--- src/rtl/opcode_exec_pkg.sv ---
// Shared constants and types for the opcode executor.
// The divider is only built when OPCODE_EXEC_DIV_EN is defined.
package opcode_exec_pkg;

  typedef enum logic [1:0] {
    S_IDLE = 2'd0,
    S_EXEC = 2'd1,
    S_SEND = 2'd2,
    S_GAP  = 2'd3
  } state_e;

  localparam logic [7:0] OP_ADD = 8'h01;
  localparam logic [7:0] OP_SUB = 8'h02;
  localparam logic [7:0] OP_MUL = 8'h03;
  localparam logic [7:0] OP_DIV = 8'h04;
  localparam logic [7:0] OP_AND = 8'h05;
  localparam logic [7:0] OP_OR  = 8'h06;
  localparam logic [7:0] OP_XOR = 8'h07;

  localparam logic [7:0] ERR_BYTE = 8'hFF;

  localparam int unsigned ITER = 8;
  localparam logic [2:0] ITER_LAST = 3'(ITER - 1);

endpackage

--- src/rtl/opcode_exec_muldiv.sv ---
// Iterative shift-add multiplier and (with OPCODE_EXEC_DIV_EN)
// restoring divider; one step per cycle for ITER cycles.
module opcode_exec_muldiv
  import opcode_exec_pkg::*;
(
  input  logic       clk_i,
  input  logic       rst_i,
  input  logic       start_i,
  input  logic       div_i,
  input  logic [7:0] a_i,
  input  logic [7:0] b_i,
  output logic       done_o,
  output logic [7:0] byte0_o,
  output logic [7:0] byte1_o
);

  logic       run_q;
  logic [2:0] cnt_q;
  logic [7:0] op_q;
  logic [7:0] hi_q, hi_d;
  logic [7:0] lo_q, lo_d;
  logic [8:0] msum;
  logic       load;

`ifdef OPCODE_EXEC_DIV_EN
  logic       div_q;
  logic [8:0] shl;
  logic       ge;

  assign load    = start_i;
  assign byte0_o = div_q ? lo_q : hi_q;
  assign byte1_o = div_q ? hi_q : lo_q;
`else
  assign load    = start_i & ~div_i;
  assign byte0_o = hi_q;
  assign byte1_o = lo_q;
`endif

  assign done_o = run_q && (cnt_q == ITER_LAST);

  // hi:lo is the product register (mul) or remainder:quotient (div)
  always_comb begin
    msum = {1'b0, hi_q} + (lo_q[0] ? {1'b0, op_q} : 9'd0);
    hi_d = msum[8:1];
    lo_d = {msum[0], lo_q[7:1]};
`ifdef OPCODE_EXEC_DIV_EN
    shl = {hi_q, lo_q[7]};
    ge  = shl >= {1'b0, op_q};
    if (div_q) begin
      hi_d = ge ? (shl[7:0] - op_q) : shl[7:0];
      lo_d = {lo_q[6:0], ge};
    end
`endif
  end

  always_ff @(posedge clk_i) begin
    if (rst_i) begin
      run_q <= 1'b0;
      cnt_q <= '0;
      op_q  <= '0;
      hi_q  <= '0;
      lo_q  <= '0;
`ifdef OPCODE_EXEC_DIV_EN
      div_q <= 1'b0;
`endif
    end else if (load) begin
      run_q <= 1'b1;
      cnt_q <= '0;
      hi_q  <= '0;
`ifdef OPCODE_EXEC_DIV_EN
      div_q <= div_i;
      op_q  <= div_i ? b_i : a_i;
      lo_q  <= div_i ? a_i : b_i;
`else
      op_q  <= a_i;
      lo_q  <= b_i;
`endif
    end else if (run_q) begin
      hi_q  <= hi_d;
      lo_q  <= lo_d;
      cnt_q <= cnt_q + 3'd1;
      if (cnt_q == ITER_LAST) run_q <= 1'b0;
    end
  end

endmodule

--- src/rtl/opcode_exec.sv ---
// Opcode executor: latches operands, computes, streams result bytes
// to a UART. Divide support is gated by OPCODE_EXEC_DIV_EN.
module opcode_exec
  import opcode_exec_pkg::*;
(
  input  logic       i_clk,
  input  logic       reset,
  input  logic       i_start,
  input  logic [7:0] i_num_1,
  input  logic [7:0] i_num_2,
  input  logic [7:0] i_opcode,
  input  logic       i_tx_busy,
  output logic [7:0] o_tx_data,
  output logic       o_tx_start,
  output logic       o_busy,
  output logic       o_error,
  output logic       o_overrun
);

  state_e     state_q;
  logic [7:0] a_q, b_q, op_q, res_q, tx_data_q;
  logic       md_q, pend_q, tx_start_q, err_q, ovr_q;
  logic       md_start, md_div, md_done, div_ok;
  logic [7:0] md_b0, md_b1, alu_res, send_byte;
  logic       alu_ok;

`ifdef OPCODE_EXEC_DIV_EN
  assign div_ok = (i_opcode == OP_DIV) && (i_num_2 != 8'd0);
`else
  assign div_ok = 1'b0;
`endif

  assign md_div   = (i_opcode == OP_DIV);
  assign md_start = (state_q == S_IDLE) && i_start &&
                    ((i_opcode == OP_MUL) || div_ok);

  opcode_exec_muldiv u_muldiv (
    .clk_i   (i_clk),
    .rst_i   (reset),
    .start_i (md_start),
    .div_i   (md_div),
    .a_i     (i_num_1),
    .b_i     (i_num_2),
    .done_o  (md_done),
    .byte0_o (md_b0),
    .byte1_o (md_b1)
  );

  // DIV by zero and DIV without the divider fall to the error byte
  always_comb begin
    alu_res = ERR_BYTE;
    alu_ok  = 1'b1;
    unique case (1'b1)
      (op_q == OP_ADD): alu_res = a_q + b_q;
      (op_q == OP_SUB): alu_res = a_q - b_q;
      (op_q == OP_AND): alu_res = a_q & b_q;
      (op_q == OP_OR):  alu_res = a_q | b_q;
      (op_q == OP_XOR): alu_res = a_q ^ b_q;
      default:          alu_ok  = 1'b0;
    endcase
  end

  assign send_byte = md_q ? (pend_q ? md_b0 : md_b1) : res_q;

  always_ff @(posedge i_clk) begin
    if (reset) begin
      state_q    <= S_IDLE;
      a_q        <= '0;
      b_q        <= '0;
      op_q       <= '0;
      res_q      <= '0;
      md_q       <= 1'b0;
      pend_q     <= 1'b0;
      tx_data_q  <= '0;
      tx_start_q <= 1'b0;
      err_q      <= 1'b0;
      ovr_q      <= 1'b0;
    end else begin
      tx_start_q <= 1'b0;
      err_q      <= 1'b0;
      if (i_start && (state_q != S_IDLE)) ovr_q <= 1'b1;
      case (state_q)
        S_IDLE: if (i_start) begin
          a_q     <= i_num_1;
          b_q     <= i_num_2;
          op_q    <= i_opcode;
          md_q    <= md_start;
          state_q <= S_EXEC;
        end
        S_EXEC: if (md_q) begin
          if (md_done) begin
            pend_q  <= 1'b1;
            state_q <= S_SEND;
          end
        end else begin
          res_q   <= alu_res;
          err_q   <= ~alu_ok;
          pend_q  <= 1'b0;
          state_q <= S_SEND;
        end
        S_SEND: if (!i_tx_busy) begin
          tx_data_q  <= send_byte;
          tx_start_q <= 1'b1;
          state_q    <= S_GAP;
        end
        S_GAP: if (pend_q) begin
          pend_q  <= 1'b0;
          state_q <= S_SEND;
        end else begin
          state_q <= S_IDLE;
        end
        default: state_q <= S_IDLE;
      endcase
    end
  end

  assign o_tx_data  = tx_data_q;
  assign o_tx_start = tx_start_q;
  assign o_busy     = (state_q != S_IDLE);
  assign o_error    = err_q;
  assign o_overrun  = ovr_q;

endmodule

--- config.mk ---
export PLATFORM = sky130hd
export DESIGN_NAME = opcode_exec
export DESIGN_NICKNAME = d
export VERILOG_FILES = /design/src/rtl/opcode_exec_pkg.sv /design/src/rtl/opcode_exec_muldiv.sv /design/src/rtl/opcode_exec.sv
export SDC_FILE = /design/constraint.sdc
export NUM_CORES = 1
export LEC_CHECK = 0
export CAP_MARGIN = 20
export CELL_PAD_IN_SITES_DETAIL_PLACEMENT = 2
export CELL_PAD_IN_SITES_GLOBAL_PLACEMENT = 2
export CORE_AREA = 2 2 132 102
export CTS_CLUSTER_DIAMETER = 150
export DETAILED_ROUTE_END_ITERATION = 10
export DIE_AREA = 0 0 134 104
export GPL_TIMING_DRIVEN = 0
export PLACE_DENSITY_LB_ADDON = 0.2
export SKIP_CTS_REPAIR_TIMING = 1
export SLEW_MARGIN = 40
export SYNTH_ARGS = -nofsm -noshare
export SYNTH_HDL_FRONTEND = slang
export SYNTH_SLANG_ARGS = --single-unit
--- constraint.sdc ---
create_clock -name i_clk -period 3.56 [get_ports i_clk]
set_clock_uncertainty 0.1 [all_clocks]
set_input_delay 0.712 -clock i_clk [delete_from_list [all_inputs] [get_ports i_clk]]
set_output_delay 0.712 -clock i_clk [all_outputs]
set_load 0.005 [all_outputs]
Word level (Yosys, flattened, before mapping)
Cells that the tools add are included.
{"block": "word_totals", "reg_bits": 75, "in_bits": 28, "output_inout_bits": 12}
{"block": "op_classes", "add_sub_neg": 4, "n_eq_ne": 14, "muxes": 20, "n_bitwise": 10, "n_reduce_logical": 17}
{"cell": "$mux W8", "count": 5}
{"cell": "$pmux W8 S5", "count": 1}
{"cell": "$eq A8 B3 Y1 const B", "count": 4}
{"cell": "$eq A8 B2 Y1 const B", "count": 2}
{"cell": "$mux W2", "count": 5}
{"cell": "$add A8 B9 Y9", "count": 1}
{"cell": "$add A8 B8 Y8", "count": 1}
{"cell": "$and A8 B8 Y8", "count": 1}
{"cell": "$eq A8 B1 Y1 const B", "count": 1}
{"cell": "$or A8 B8 Y8", "count": 1}
{"cell": "$pmux W2 S4", "count": 1}
{"cell": "$reduce_and A2 Y1", "count": 4}
{"cell": "$sub A8 B8 Y8", "count": 1}
{"cell": "$xor A8 B8 Y8", "count": 1}
{"cell": "$mux W1", "count": 7}
{"cell": "$not A1 Y1", "count": 6}
{"cell": "$reduce_bool A2 Y1", "count": 3}
{"cell": "$reduce_or A5 Y1", "count": 1}
{"cell": "$eq A2 B2 Y1 const B", "count": 2}
{"cell": "$logic_and A1 B1 Y1", "count": 4}
{"cell": "$ne A2 B2 Y1 const B", "count": 2}
{"cell": "$reduce_or A2 Y1", "count": 2}
{"cell": "$add A3 B1 Y3 const B", "count": 1}
{"cell": "$eq A3 B3 Y1 const B", "count": 1}
{"cell": "other kinds (7)", "count": 7}

Logic depth before layout (Yosys ltp)
Gate-level depths: netlist of run 1.
{"block": "depth", "word_depth": 5, "ltp_mapped": 13, "depth_no_buf": 11}

Cells and area by module
From an unflattened synthesis of run 1, not the netlist that was laid out.
{"block": "hier_totals", "hier_cells": 559, "hier_area_um2": 4454.3}
{"module": "opcode_exec", "instances": 1, "cells_each": 387, "area_each_um2": 2952.8}
{"module": "opcode_exec_muldiv", "instances": 1, "cells_each": 172, "area_each_um2": 1501.4}

Worst setup path before layout of run 1
OpenSTA, ideal clock, no wires.
{"block": "synth_path", "kind": "register to register", "start": "reg op_q[0]", "end": "reg res_q[6]", "setup_time_ps": 86, "t_arrival_ps": 2490, "required_time_ps": 3374, "setup_slack_ps": 885, "stages_incl_launch_ff": 13, "path_buffers": 2, "path_cell_list": "dfxtp_1 -> buf_6 -> nand2b_4 -> and4b_1 -> buf_6 -> mux2_2 -> fa_1 -> nor2b_1 -> o31a_1 -> o21a_1 -> nor3_1 -> nand3b_1 -> a211oi_1"}
{"block": "synth_via", "elab_chain_len": 2}
{"element": "start: declaration", "line_no": "opcode_exec.sv:21", "source": "logic [7:0] a_q, b_q, op_q, res_q, tx_data_q;"}
{"element": "start signal: assignment", "line_no": "opcode_exec.sv:86", "source": "op_q <= i_opcode;"}
{"element": "$eq A8 B3 Y1, or another cell as far along", "line_no": "opcode_exec.sv:58", "source": "(op_q == OP_XOR): alu_res = a_q ^ b_q;"}
{"element": "$pmux W8 S5 *", "line_no": "opcode_exec.sv:53", "source": "unique case (1'b1)"}
{"element": "end signal: assignment", "line_no": "opcode_exec.sv:96", "source": "res_q <= alu_res;"}
{"element": "end: declaration", "line_no": "opcode_exec.sv:21"}
Every way passes the cells marked *; elsewhere a longest branch is shown, timed or not.
A chain may end at the register's enable or synchronous reset.

Final worst setup path of run 1
Ends and elaborated chain as after synthesis.

==> impl_results.md, run 1 <==
- Yosys warning count: 0
- Initial antenna violation count: 0
- Critical path required time: around 3.7 ns
- Final wirelength: 14500 µm
- Clk Latency, worst-skew pair: ~0.35 ns
- Initial Util: about 34%
- DRC Markers: 0
- Die X: 134 µm
- Share of layout cells above drive strength 1: under 10%
- Primary FF master, synth: dfxtp_1
- Worst-path cell chain: buf_6 > nand2b_4 > and4b_1 > buf_6 > mux2_2 > fa_1 > nor2b_1 > o31a_1 > o21a_1 > nor3_1 > nand3b_1 > a211oi_1
- Finished Core Util: approximately 40%
- Synth top area share: about a third
- Nets@finish: 632
- Input/output buffers: 39
- Peak supply drop: 0.248 mV
- Die Y: 104 µm
- Layout area overhead: 21.2%
- Max-Cap Viols: 0
- Met2 routed WL: between 6000 and 7000 µm
- CTS root buffer: clkbuf_16
- Via-to-Cell Ratio: 5.24
- Vias in the first global route: 4274
- Final Cycle Share: 84.3%
- CP top delay family: simple AND/OR/NAND/NOR gates
- Cell variety after synth: 56
- Synth async-reset ratio: 0%
- Tightest Hold Check Type: reg -> reg
- Final Hold Viols: 0
- Crit-path max cell delay: 0.44 ns
- Flops & latches, synth: 75
- Seq/Total Area, Yosys: 34.9%
- Pre-CTS WS: 0.549 ns
- Syn avg cell area: 8.31 µm²
- WP buf/inv: 2
- Wire per inst: approximately 20 µm
- Max Fclk: 0.333 GHz
- Fin crit period: 3.00 ns
- Non-Filler Instances: 743
- CP max FO: 10
- TritonCTS clock tree: yes
- Power Density: ~470 nW/µm²
- Mapped Cells: slightly above 500
- Final worst slack: 0.559 ns
- Slew headroom: between 50% and 60%
- First-pass GRT wire length: about 24000 µm
- I/O Pins: 40
- Kind of critical path: reg -> reg
- CTS Buf Count: 9
- CTS Buffer Depth: 2
- Final setup TNS: 0 ns
- Pre-antenna DRT Iters: 4
- Antenna viol nets, final: 0
- 1st-iter DRT viols: roughly 120
- Crit-path slowest cell: fa_1
- Diode count: 0
- GR Util All Layers: 21.8%
- Least-Margin Pin Slew: 0.720 ns
- Crit path arrival time: 3.16 ns
- Top layer in use: met4
- Most used cell, CP: buf_6
- Die ar.: 13900 µm²
- Count leader, synth: dfxtp_1
- H-tree level count: 3
- Pins Over Slew Limit: 0
- Leading area contributor after synthesis: dfxtp_1
- Synth top area cells: dfxtp_1 35%, ha_1 9.9%, mux2i_1 7.2%, nor2_1 6.4%, nand2_1 5.7%
- Outcome: finished, final reports clean
- Synth Cell Area: 4300 µm²
- Leak: between 0.0015 and 0.002 µW
- Placed Instances: between 700 and 800
- Largest net degree at the start of global routing: 13
- Remaining Overflow, GRT: 0
- Clock slew at reported path FFs: 0.06 ns
- Final setup vio count: 0
- Clock Sinks: between 70 and 80
- GP Congestion: just over 0.8
- Met3 routed WL: 547 µm
- RSZ-0062 raised after global routing: no
- Row count: 36
- Crit. End Element: register
- WHS: 0.368 ns
- Detailed placement HPWL: about 12000 µm
- Synth cell count leaders: 75 x dfxtp_1, 73 x nor2_1, 65 x nand2_1, 48 x a21oi_1, 34 x ha_1
- Post-synth EDFFs: 0
- Vias: around 4000
- Syn Nets: 582
- CP Launch Type: register
- Core Footprint: 12700 µm²
- Met1 Wirelength: about 7300 µm
==> per-stage QoR <==
step,cell area (µm²),power (µW)
finish,5220,2430
floorplan,4300,1260
CTS,5220,2450
global placement,4910,1430
detailed placement,4910,1460
global route,5220,2550
==> path summary, 6_finish.rpt <==
check / startpoint / endpoint / slack [ns] / cells after the start
worst max-delay path: op_q[0]$_SDFFE_PP0P_ / res_q[6]$_SDFFE_PP0P_ / 0.56 / 12
worst min-delay path: op_q[6]$_SDFFE_PP0P_ / op_q[6]$_SDFFE_PP0P_ / 0.37 / 2
worst max register to register: op_q[0]$_SDFFE_PP0P_ / res_q[6]$_SDFFE_PP0P_ / 0.56 / 12
worst min register to register: op_q[6]$_SDFFE_PP0P_ / op_q[6]$_SDFFE_PP0P_ / 0.37 / 2
==> worst reg2reg max path: stages (launching register included) <==
cell and delay (ns):
dfxtp_1 0.31, buf_6 0.14, nand2b_4 0.19, and4b_1 0.28
buf_6 0.14, mux2_2 0.39, fa_1 0.44, nor2b_1 0.18
o31a_1 0.18, o21a_1 0.14, nor3_1 0.04, nand3b_1 0.15
a211oi_1 0.25
==> report_power, final <==
| group | leakage [µW] | total, µW | switching, µW | internal, µW |
|---|---|---|---|---|
| clock | 0.000152 | 985 | 376 | 609 |
| sequential | 0.000610 | 923 | 40.7 | 882 |
| combinational | 0.00119 | 519 | 306 | 213 |
==> registers in the layout, summed over array words and instances, names as in the netlist, 2 cells and up <==
name / flops
u_muldiv.cnt_q: 3
u_muldiv.byte1_o: 8
a_q: 8
u_muldiv.op_q: 8
b_q: 8
u_muldiv.byte0_o: 8
state_q: 2
o_tx_data: 8
op_q: 8
res_q: 8
==> layer usage <==
layer  up-vias  global-route usage (%)
met1      1931                    30.7
met4         0                    4.33
met2        55                    35.0
met5         -                       0
li1       1898                       -
met3        10                    4.04
==> placed cells by master, fill, tap and decap left out, types with 6 or more instances in the layout <==
master	synthesis	layout
inv_1	24	24
mux2i_1	31	31
nand2_1	65	65
dfxtp_1	75	75
and2_1	9	9
clkbuf_1	12	13
nand2b_1	6	6
o21ai_0	18	18
o21a_1	7	7
xnor2_1	12	12
clkdlybuf4s50_1	0	39
buf_2	8	8
a211oi_1	24	24
clkbuf_16	0	9
ha_1	34	34
a21oi_1	48	48
nor2_1	73	73
nor3_1	7	7
==> logic make-up after synthesis <==
logic type,share of synthesized area [%]
and+or+nand+nor,19.7
AOI/OAI and AO/OA,19.0
DFF,34.9
buffers and inverters,5.47
adders and majority gates,10.8
muxes,7.47
xor gates and xnor gates,2.65
==> area by class of cell <==
class                   count  area, µm²
fillers                  1473       7440
multi-input cells         390       2570
flip-flops and latches     75       1500
repair buffers             39        390
clock buffers              10        229
well taps                 171        214
plain buffers              28        141
inverters                  25       93.8
clock inverters             5       78.8
No activity file was read; power rests on OpenSTA's default activity.
==> inputs of run 2 (changes only) <==
==> constraint.sdc (replaced) <==
create_clock -name i_clk -period 2.9 [get_ports i_clk]
set_clock_uncertainty 0.1 [all_clocks]
set_input_delay 0.58 -clock i_clk [delete_from_list [all_inputs] [get_ports i_clk]]
set_output_delay 0.58 -clock i_clk [all_outputs]
set_load 0.005 [all_outputs]
==> run 2 against run 1 <==
Net effect: clock power increased by 23%; die area is the same; cell count rose by 1.1%; count of clock-buffer cells in the layout is the same; flip-flop and latch count unchanged; via count up 1.3%; non-clock buffer count rose by 8; critical endpoint unchanged; total power rose by 26%.
==> impl_results.md, run 2 (same netlist as run 1, synthesis figures left out) <==
- Antenna viol nets, final: 0 (unchanged)
- Clock power frac: 39.5% (was 40.6%)
- Max Fclk: 0.357 GHz (was 0.333 GHz)
- Slew headroom: 50.6% (was 50.8%)
- CTS root buffer: clkbuf_16 (unchanged)
- Remaining Overflow, GRT: 0 (unchanged)
- DRC Markers: 0 (unchanged)
- Die X: 134 µm (unchanged)
- Via-to-Cell Ratio: 5.25 (was 5.24)
- Crit. End Element: register (unchanged)
- Row count: 36 (unchanged)
- Final Hold Viols: 0 (unchanged)
- CTS Buffer Depth: 2 (unchanged)
- H-tree level count: 3 (unchanged)
- Clk Latency, worst-skew pair: 0.35 ns (about the same)
- Layout area overhead: 24.5% (was 21.2%)
- Commonest non-fill, non-tap cells in the layout: 73 x dfxtp_1, 71 x nor2_1, 65 x nand2_1 (was 75 x dfxtp_1, 73 x nor2_1, 65 x nand2_1)
- Final Cycle Share: 96.5% (was 84.3%)
- Worst-path cell chain: buf_6 > nand2b_4 > and4b_1 > buf_6 > buf_4 > mux2_4 > fa_2 > nor2b_4 > o31a_1 > o21a_1 > nor3_1 > nand3b_1 > a211oi_2 (was buf_6 > nand2b_4 > and4b_1 > buf_6 > mux2_2 > fa_1 > nor2b_1 > o31a_1 > o21a_1 > nor3_1 > nand3b_1 > a211oi_1)
- Crit-path slowest cell: fa_2 (was fa_1)
- Wire per inst: 19.6 µm (was 19.5 µm)
- CTS Buf Count: 9 (unchanged)
- Fillers: 1455 (was 1473)
- Crit path arrival time: 2.97 ns (was 3.16 ns)
- Peak supply drop: 0.306 mV (was 0.248 mV)
- Switching portion of total power: 29.9% (was 29.8%)
- Initial Util: 34.0% (unchanged)
- HP Start: op_q[6]$_SDFFE_PP0P_ (unchanged)
- CP Launch Type: register (unchanged)
- Commonest non-fill, non-tap cell in the layout: dfxtp_1 (unchanged)
- Vias: 3946 (was 3894)
- 1st-iter DRT viols: 117 (was 124)
- Diode count: 0 (unchanged)
- Power Density: 571 nW/µm² (was 465 nW/µm²)
- Most used cell, CP: buf_6 (unchanged)
- Crit-path max cell delay: 0.40 ns (was 0.44 ns)
- TritonCTS clock tree: yes (unchanged)
- Die ar.: 13900 µm² (unchanged)
- Initial antenna violation count: 0 (unchanged)
- Fin crit period: 2.80 ns (was 3.00 ns)
- CP max FO: 5 (was 10)
- Combinational power share: 23.4% (was 21.4%)
- Nets@finish: 640 (was 632)
- Pre-antenna DRT Iters: 4 (unchanged)
- Input/output buffers: 39 (unchanged)
- Least-Margin Pin Slew: 0.722 ns (was 0.720 ns)
- Flop pwr share: 37.1% (was 38.0%)
- WHS: 0.365 ns (was 0.368 ns)
- Critical path required time: 3.07 ns (was 3.72 ns)
- Leak: 0.00202 µW (was 0.00195 µW)
- Share of layout cells above drive strength 1: 10.3% (was 6.64%)
- Max-Cap Viols: 0 (unchanged)
- GP Congestion: 0.811 (unchanged)
- Final wirelength: 14700 µm (was 14500 µm)
- GR Util All Layers: 21.8% (unchanged)
- CP top delay family: simple AND/OR/NAND/NOR gates (unchanged)
- WP buf/inv: 3 (was 2)
- P_sw: 917 µW (was 723 µW)
- Clock slew at reported path FFs: 0.06 ns (about the same)
- Outcome: finished, final reports clean (unchanged)
- Core Footprint: 12700 µm² (unchanged)
- Clock Sinks: 75 (unchanged)
- Finished Core Util: 42.3% (was 41.2%)
- Largest net degree at the start of global routing: 13 (unchanged)
- RSZ-0062 raised after global routing: yes (was no)
- Die Y: 104 µm (unchanged)
- Pins Over Slew Limit: 0 (unchanged)
- I/O Pins: 40 (unchanged)
- First-pass GRT wire length: 23500 µm (unchanged)
- Tightest Hold Check Type: reg -> reg (unchanged)
- Vias in the first global route: 4274 (unchanged)
- Kind of critical path: reg -> reg (unchanged)
- Reg2reg start: op_q[0]$_SDFFE_PP0P_ (unchanged)
- Worst Setup SP: op_q[0]$_SDFFE_PP0P_ (unchanged)
- Internal: 2140 µW (was 1700 µW)
- Final setup vio count: 0 (unchanged)
- Detailed placement HPWL: 11800 µm (unchanged)
==> run 2: changes by cell type in the layout (fill, tap and decap cells not counted), sizes merged <==
cell and delta:
buf +8
==> run 2: power groups by stage <==
| stage | Sequential (µW) | Combinational (µW) | Clock, µW |
|---|---|---|---|
| floorplan | 1140 | 416 | 0 |
| global placement | 1150 | 603 | 0 |
| detailed placement | 1160 | 633 | 0 |
| CTS | 1130 | 640 | 1230 |
| global route | 1140 | 794 | 1280 |
| finish | 1140 | 717 | 1210 |
==> run 2: through the flow <==
stage	TNS [ns]	worst slack [ns]	total power, µW	area [µm²]	instances
after detailed placement	-0.300	-0.111	1790	4910	728
after global routing	-0.0486	-0.0486	3210	5360	751
after CTS	-0.370	-0.126	3010	5220	743
final	0	0.102	3060	5360	751
after global placement	-0.0195	-0.0195	1760	4910	728
after floorplan	0	0.225	1550	4300	518
==> run 2: layout make-up <==
class	instances	area, µm²	area share [%]
multi-input combinational	390	2640	49.3
sequential	75	1500	28.1
timing repair buffer	47	450	8.41
clock buffer	10	229	4.27
tap	171	214	3.99
buffer	28	148	2.76
inverter	25	93.8	1.75
clock inverter	5	78.8	1.47
==> run 2: path summary, 6_finish.rpt <==
check	to	slack, ns	depth (start not counted)
setup reg to reg	res_q[6]$_SDFFE_PP0P_	0.10	13
hold / removal	op_q[6]$_SDFFE_PP0P_	0.36	2
setup / recovery	res_q[6]$_SDFFE_PP0P_	0.10	13
hold reg to reg	op_q[6]$_SDFFE_PP0P_	0.36	2
==> run 2: layer usage <==
| metal | up-vias | GRT usage (%) | wire [µm] |
|---|---|---|---|
| met5 | - | 0 | 0 |
| met4 | 0 | 4.33 | 124 |
| met3 | 10 | 4.04 | 566 |
| met2 | 60 | 35.0 | 6720 |
| met1 | 1959 | 30.7 | 7330 |
| li1 | 1917 | - | - |
==> run 2: worst reg2reg max path, stage by stage (launching register included) <==
cell,delay [ns]
dfxtp_2,0.31
buf_6,0.11
nand2b_4,0.13
and4b_1,0.25
buf_6,0.12
buf_4,0.10
mux2_4,0.32
fa_2,0.40
nor2b_4,0.12
o31a_1,0.18
o21a_1,0.16
nor3_1,0.04
nand3b_1,0.17
a211oi_2,0.20
==> inputs of run 3 (changes only) <==
--- a/config.mk
+++ b/config.mk
@@ -5,17 +5,19 @@
 export SDC_FILE = /design/constraint.sdc
 export NUM_CORES = 1
 export LEC_CHECK = 0
-export CAP_MARGIN = 20
+export CAP_MARGIN = 10
 export CELL_PAD_IN_SITES_DETAIL_PLACEMENT = 2
 export CELL_PAD_IN_SITES_GLOBAL_PLACEMENT = 2
-export CORE_AREA = 2 2 132 102
+export CORE_AREA = 2 2 134 103
 export CTS_CLUSTER_DIAMETER = 150
 export DETAILED_ROUTE_END_ITERATION = 10
-export DIE_AREA = 0 0 134 104
+export DIE_AREA = 0 0 136 105
 export GPL_TIMING_DRIVEN = 0
+export MAX_ROUTING_LAYER = met4
 export PLACE_DENSITY_LB_ADDON = 0.2
 export SKIP_CTS_REPAIR_TIMING = 1
 export SLEW_MARGIN = 40
 export SYNTH_ARGS = -nofsm -noshare
 export SYNTH_HDL_FRONTEND = slang
+export SYNTH_HIERARCHICAL = 1
 export SYNTH_SLANG_ARGS = --single-unit
==> run 3 against run 2 <==
Net effect: maximum frequency shrank 10%; the run now ends with setup timing left; count of clock-buffer cells in the layout is the same; critical path depth shrank 2; sequential share of layout area shrank 0.78 points; wire length grew 7.6%; flip-flop and latch count is the same; synthesized area grew 3.5%; die area grew 2.5%; global-route usage grew 1.3 points; total power shrank 7.5%; via count grew 6.9%.
==> impl_results.md, run 3 <==
- Outcome: finished, violations left (was finished, final reports clean)
- Failing checks: setup timing
- Peak supply drop: 0.273 mV (was 0.306 mV)
- Kind of critical path: reg -> reg (unchanged)
- Core Footprint: 12900 µm² (was 12700 µm²)
- Final worst slack: -0.214 ns (was 0.102 ns)
- Pre-antenna DRT Iters: 4 (unchanged)
- Final setup vio count: 7 (was 0)
- Clock slew at reported path FFs: 0.06 ns (about the same)
- Crit path arrival time: 3.26 ns (was 2.97 ns)
- Layout area overhead: 23.6% (was 24.5%)
- Mapped Cells: 559 (was 518)
- Nets@finish: 679 (was 640)
- Syn Nets: 623 (was 582)
- Pins Over Slew Limit: 0 (unchanged)
- Post-synthesis compound-gate area fraction: 18.5% (was 19.0%)
- Clk Latency, worst-skew pair: 0.33 ns (was 0.35 ns)
- Max-Cap Viols: 0 (unchanged)
- GP Congestion: 0.855 (was 0.811)
- CTS root buffer: clkbuf_16 (unchanged)
- First-pass GRT wire length: 24700 µm (was 23500 µm)
- Synth Area in Simple Gates: 24.7% (was 19.7%)
- DRC Markers: 0 (unchanged)
- Via-to-Cell Ratio: 5.33 (was 5.25)
- Wire per inst: 20.1 µm (was 19.6 µm)
- Least-Margin Pin Slew: 0.774 ns (was 0.722 ns)
- Die X: 136 µm (was 134 µm)
- Detailed placement HPWL: 12300 µm (was 11800 µm)
- Synth top area share: 33.7% (was 34.9%)
- CP max FO: 6 (was 5)
- Syn avg cell area: 7.97 µm² (was 8.31 µm²)
- Commonest non-fill, non-tap cell in the layout: nand2_1 (was dfxtp_1)
- Power Density: 514 nW/µm² (was 571 nW/µm²)
- Initial antenna violation count: 0 (unchanged)
- Remaining Overflow, GRT: 0 (unchanged)
- Synth async-reset ratio: 0% (unchanged)
- Die Y: 105 µm (was 104 µm)
- Mux cell area share after synthesis: 4.72% (was 7.47%)
- 1st-iter DRT viols: 182 (was 117)
- Commonest non-fill, non-tap cells in the layout: 75 x nand2_1, 74 x dfxtp_1, 56 x nor2_1 (was 73 x dfxtp_1, 71 x nor2_1, 65 x nand2_1)
- Yosys warning count: 6 (was 0)
- Vias in the first global route: 4545 (was 4274)
- I/O Pins: 40 (unchanged)
- Largest family of logic cells by synthesized area: simple AND/OR/NAND/NOR gates (unchanged)
- Final wirelength: 15900 µm (was 14700 µm)
- Synth top area cells: dfxtp_1 34%, ha_1 9.6%, nand2_1 6.3%, a21oi_1 6.2%, nor2_1 4.8% (was dfxtp_1 35%, ha_1 9.9%, mux2i_1 7.2%, nor2_1 6.4%, nand2_1 5.7%)
- Crit. End Element: register (unchanged)
- Flops & latches, synth: 75 (unchanged)
- WHS: 0.361 ns (was 0.365 ns)
- Tightest Hold Check Type: reg -> reg (unchanged)
- Fillers: 1496 (was 1455)
- Input/output buffers: 39 (unchanged)
- H-tree level count: 3 (unchanged)
- CP Launch Type: register (unchanged)
- Leak: 0.00209 µW (was 0.00202 µW)
- Primary FF master, synth: dfxtp_1 (unchanged)
- Initial Util: 34.6% (was 34.0%)
- Antenna viol nets, final: 0 (unchanged)
- CTS Buf Count: 9 (unchanged)
- Leading area contributor after synthesis: dfxtp_1 (unchanged)
- TritonCTS clock tree: yes (unchanged)
- Synth Cell Area: 4450 µm² (was 4300 µm²)
- Synth cell count leaders: 75 x dfxtp_1, 75 x nand2_1, 57 x nor2_1, 55 x a21oi_1, 34 x ha_1 (was 75 x dfxtp_1, 73 x nor2_1, 65 x nand2_1, 48 x a21oi_1, 34 x ha_1)
- Vias: 4219 (was 3946)
- Max Fclk: 0.321 GHz (was 0.357 GHz)
- Final Cycle Share: 107% (was 96.5%)
- Clock Sinks: 75 (unchanged)
- GR Util All Layers: 23.2% (was 21.8%)
- Die ar.: 14300 µm² (was 13900 µm²)
- Largest net degree at the start of global routing: 13 (unchanged)
- Slew headroom: 48.4% (was 50.6%)
- Post-synth EDFFs: 0 (unchanged)
- Critical path required time: 3.05 ns (was 3.07 ns)
- CTS Buffer Depth: 2 (unchanged)
- Share of layout cells above drive strength 1: 8.39% (was 10.3%)
- Synth Area in XOR/XNOR: 2.16% (was 2.65%)
- Pre-CTS WS: -0.445 ns (was -0.111 ns)
- Seq/Total Area, Yosys: 33.7% (was 34.9%)
- RSZ-0062 raised after global routing: yes (unchanged)
- Finished Core Util: 42.7% (was 42.3%)
- Final Hold Viols: 0 (unchanged)
- Cell variety after synth: 53 (was 56)
- Diode count: 0 (unchanged)
- Fin crit period: 3.11 ns (was 2.80 ns)
- Row count: 36 (unchanged)
- Final setup TNS: -1.13 ns (was 0 ns)
- Synth Area in Adders: 10.4% (was 10.8%)
-- run 3: changes by cell type after synthesis, moves of 4 or more --
| cell | change |
|---|---|
| nand2b_1 | +9 |
| or3_1 | +4 |
| inv_1 | +4 |
| nor3b_1 | +4 |
| nor2_1 | -16 |
| a311oi_1 | -4 |
| a21oi_1 | +7 |
| nand2_1 | +10 |
| nand3_1 | +6 |
| clkbuf_1 | +12 |
| mux2i_1 | -10 |
-- run 3: final cells by class --
type	count	area, µm²	share of cell area [%]
multi-input combinational	422	2790	50.7
sequential	75	1500	27.3
timing repair buffer	45	439	7.98
clock buffer	10	239	4.34
tap	171	214	3.89
buffer	34	161	2.93
inverter	28	105	1.91
clock inverter	6	55.1	1.00
-- run 3: logic make-up (layout without fill, tap and decap cells) --
kind of cell               Yosys count  count (layout)
buffers and inverters               62             123
AOI/OAI and AO/OA                  134             134
DFF                                 75              75
and+or+nand+nor                    220             220
xor gates and xnor gates            11              11
muxes                               21              21
adders and majority gates           36              36
-- run 3: report_power, final --
part | switching, µW | internal [µW] | total (µW)
Sequential | 51.1 | 1070 | 1130
Clock | 433 | 682 | 1110
Combinational | 336 | 253 | 590
-- run 3: path summary, 6_finish.rpt --
path                                                     from                            end  depth (start not counted)  slack (ns)
worst max-delay path                     op_q[7]$_SDFFE_PP0P_          res_q[4]$_SDFFE_PP0P_                         11       -0.21
worst min-delay path            u_muldiv/op_q[4]$_SDFFE_PP0P_  u_muldiv/op_q[4]$_SDFFE_PP0P_                          2        0.36
worst max register to register           op_q[7]$_SDFFE_PP0P_          res_q[4]$_SDFFE_PP0P_                         11       -0.21
worst min register to register  u_muldiv/op_q[4]$_SDFFE_PP0P_  u_muldiv/op_q[4]$_SDFFE_PP0P_                          2        0.36
-- run 3: layer usage --
layer	part of all wire (%)	track usage, %	wire [µm]
met4	0.79	3.94	125
met1	50	32.0	7910
met2	46	36.3	7250
met3	3.7	3.40	587
met5	0	-	0
-- run 3: worst max-delay path, cell delays in order, from the launching register on --
cell	delay, ns
dfxtp_2	0.33
nor4_4	0.34
or4b_4	0.51
buf_6	0.15
nor2b_4	0.12
xnor2_1	0.12
ha_1	0.35
nor2b_4	0.15
o31a_1	0.33
a211oi_2	0.21
a211oi_2	0.06
a211oi_1	0.22
-- run 3: stage by stage --
| stage | power, µW | area [µm²] | instances |
|---|---|---|---|
| 2_1_floorplan | 1460 | 4450 | 559 |
| 4_1_cts | 2790 | 5350 | 785 |
| 5_1_grt | 2960 | 5510 | 791 |
| 3_5_place_dp | 1660 | 5060 | 769 |
| 3_3_place_gp | 1640 | 5060 | 769 |
| 6_report | 2830 | 5510 | 791 |
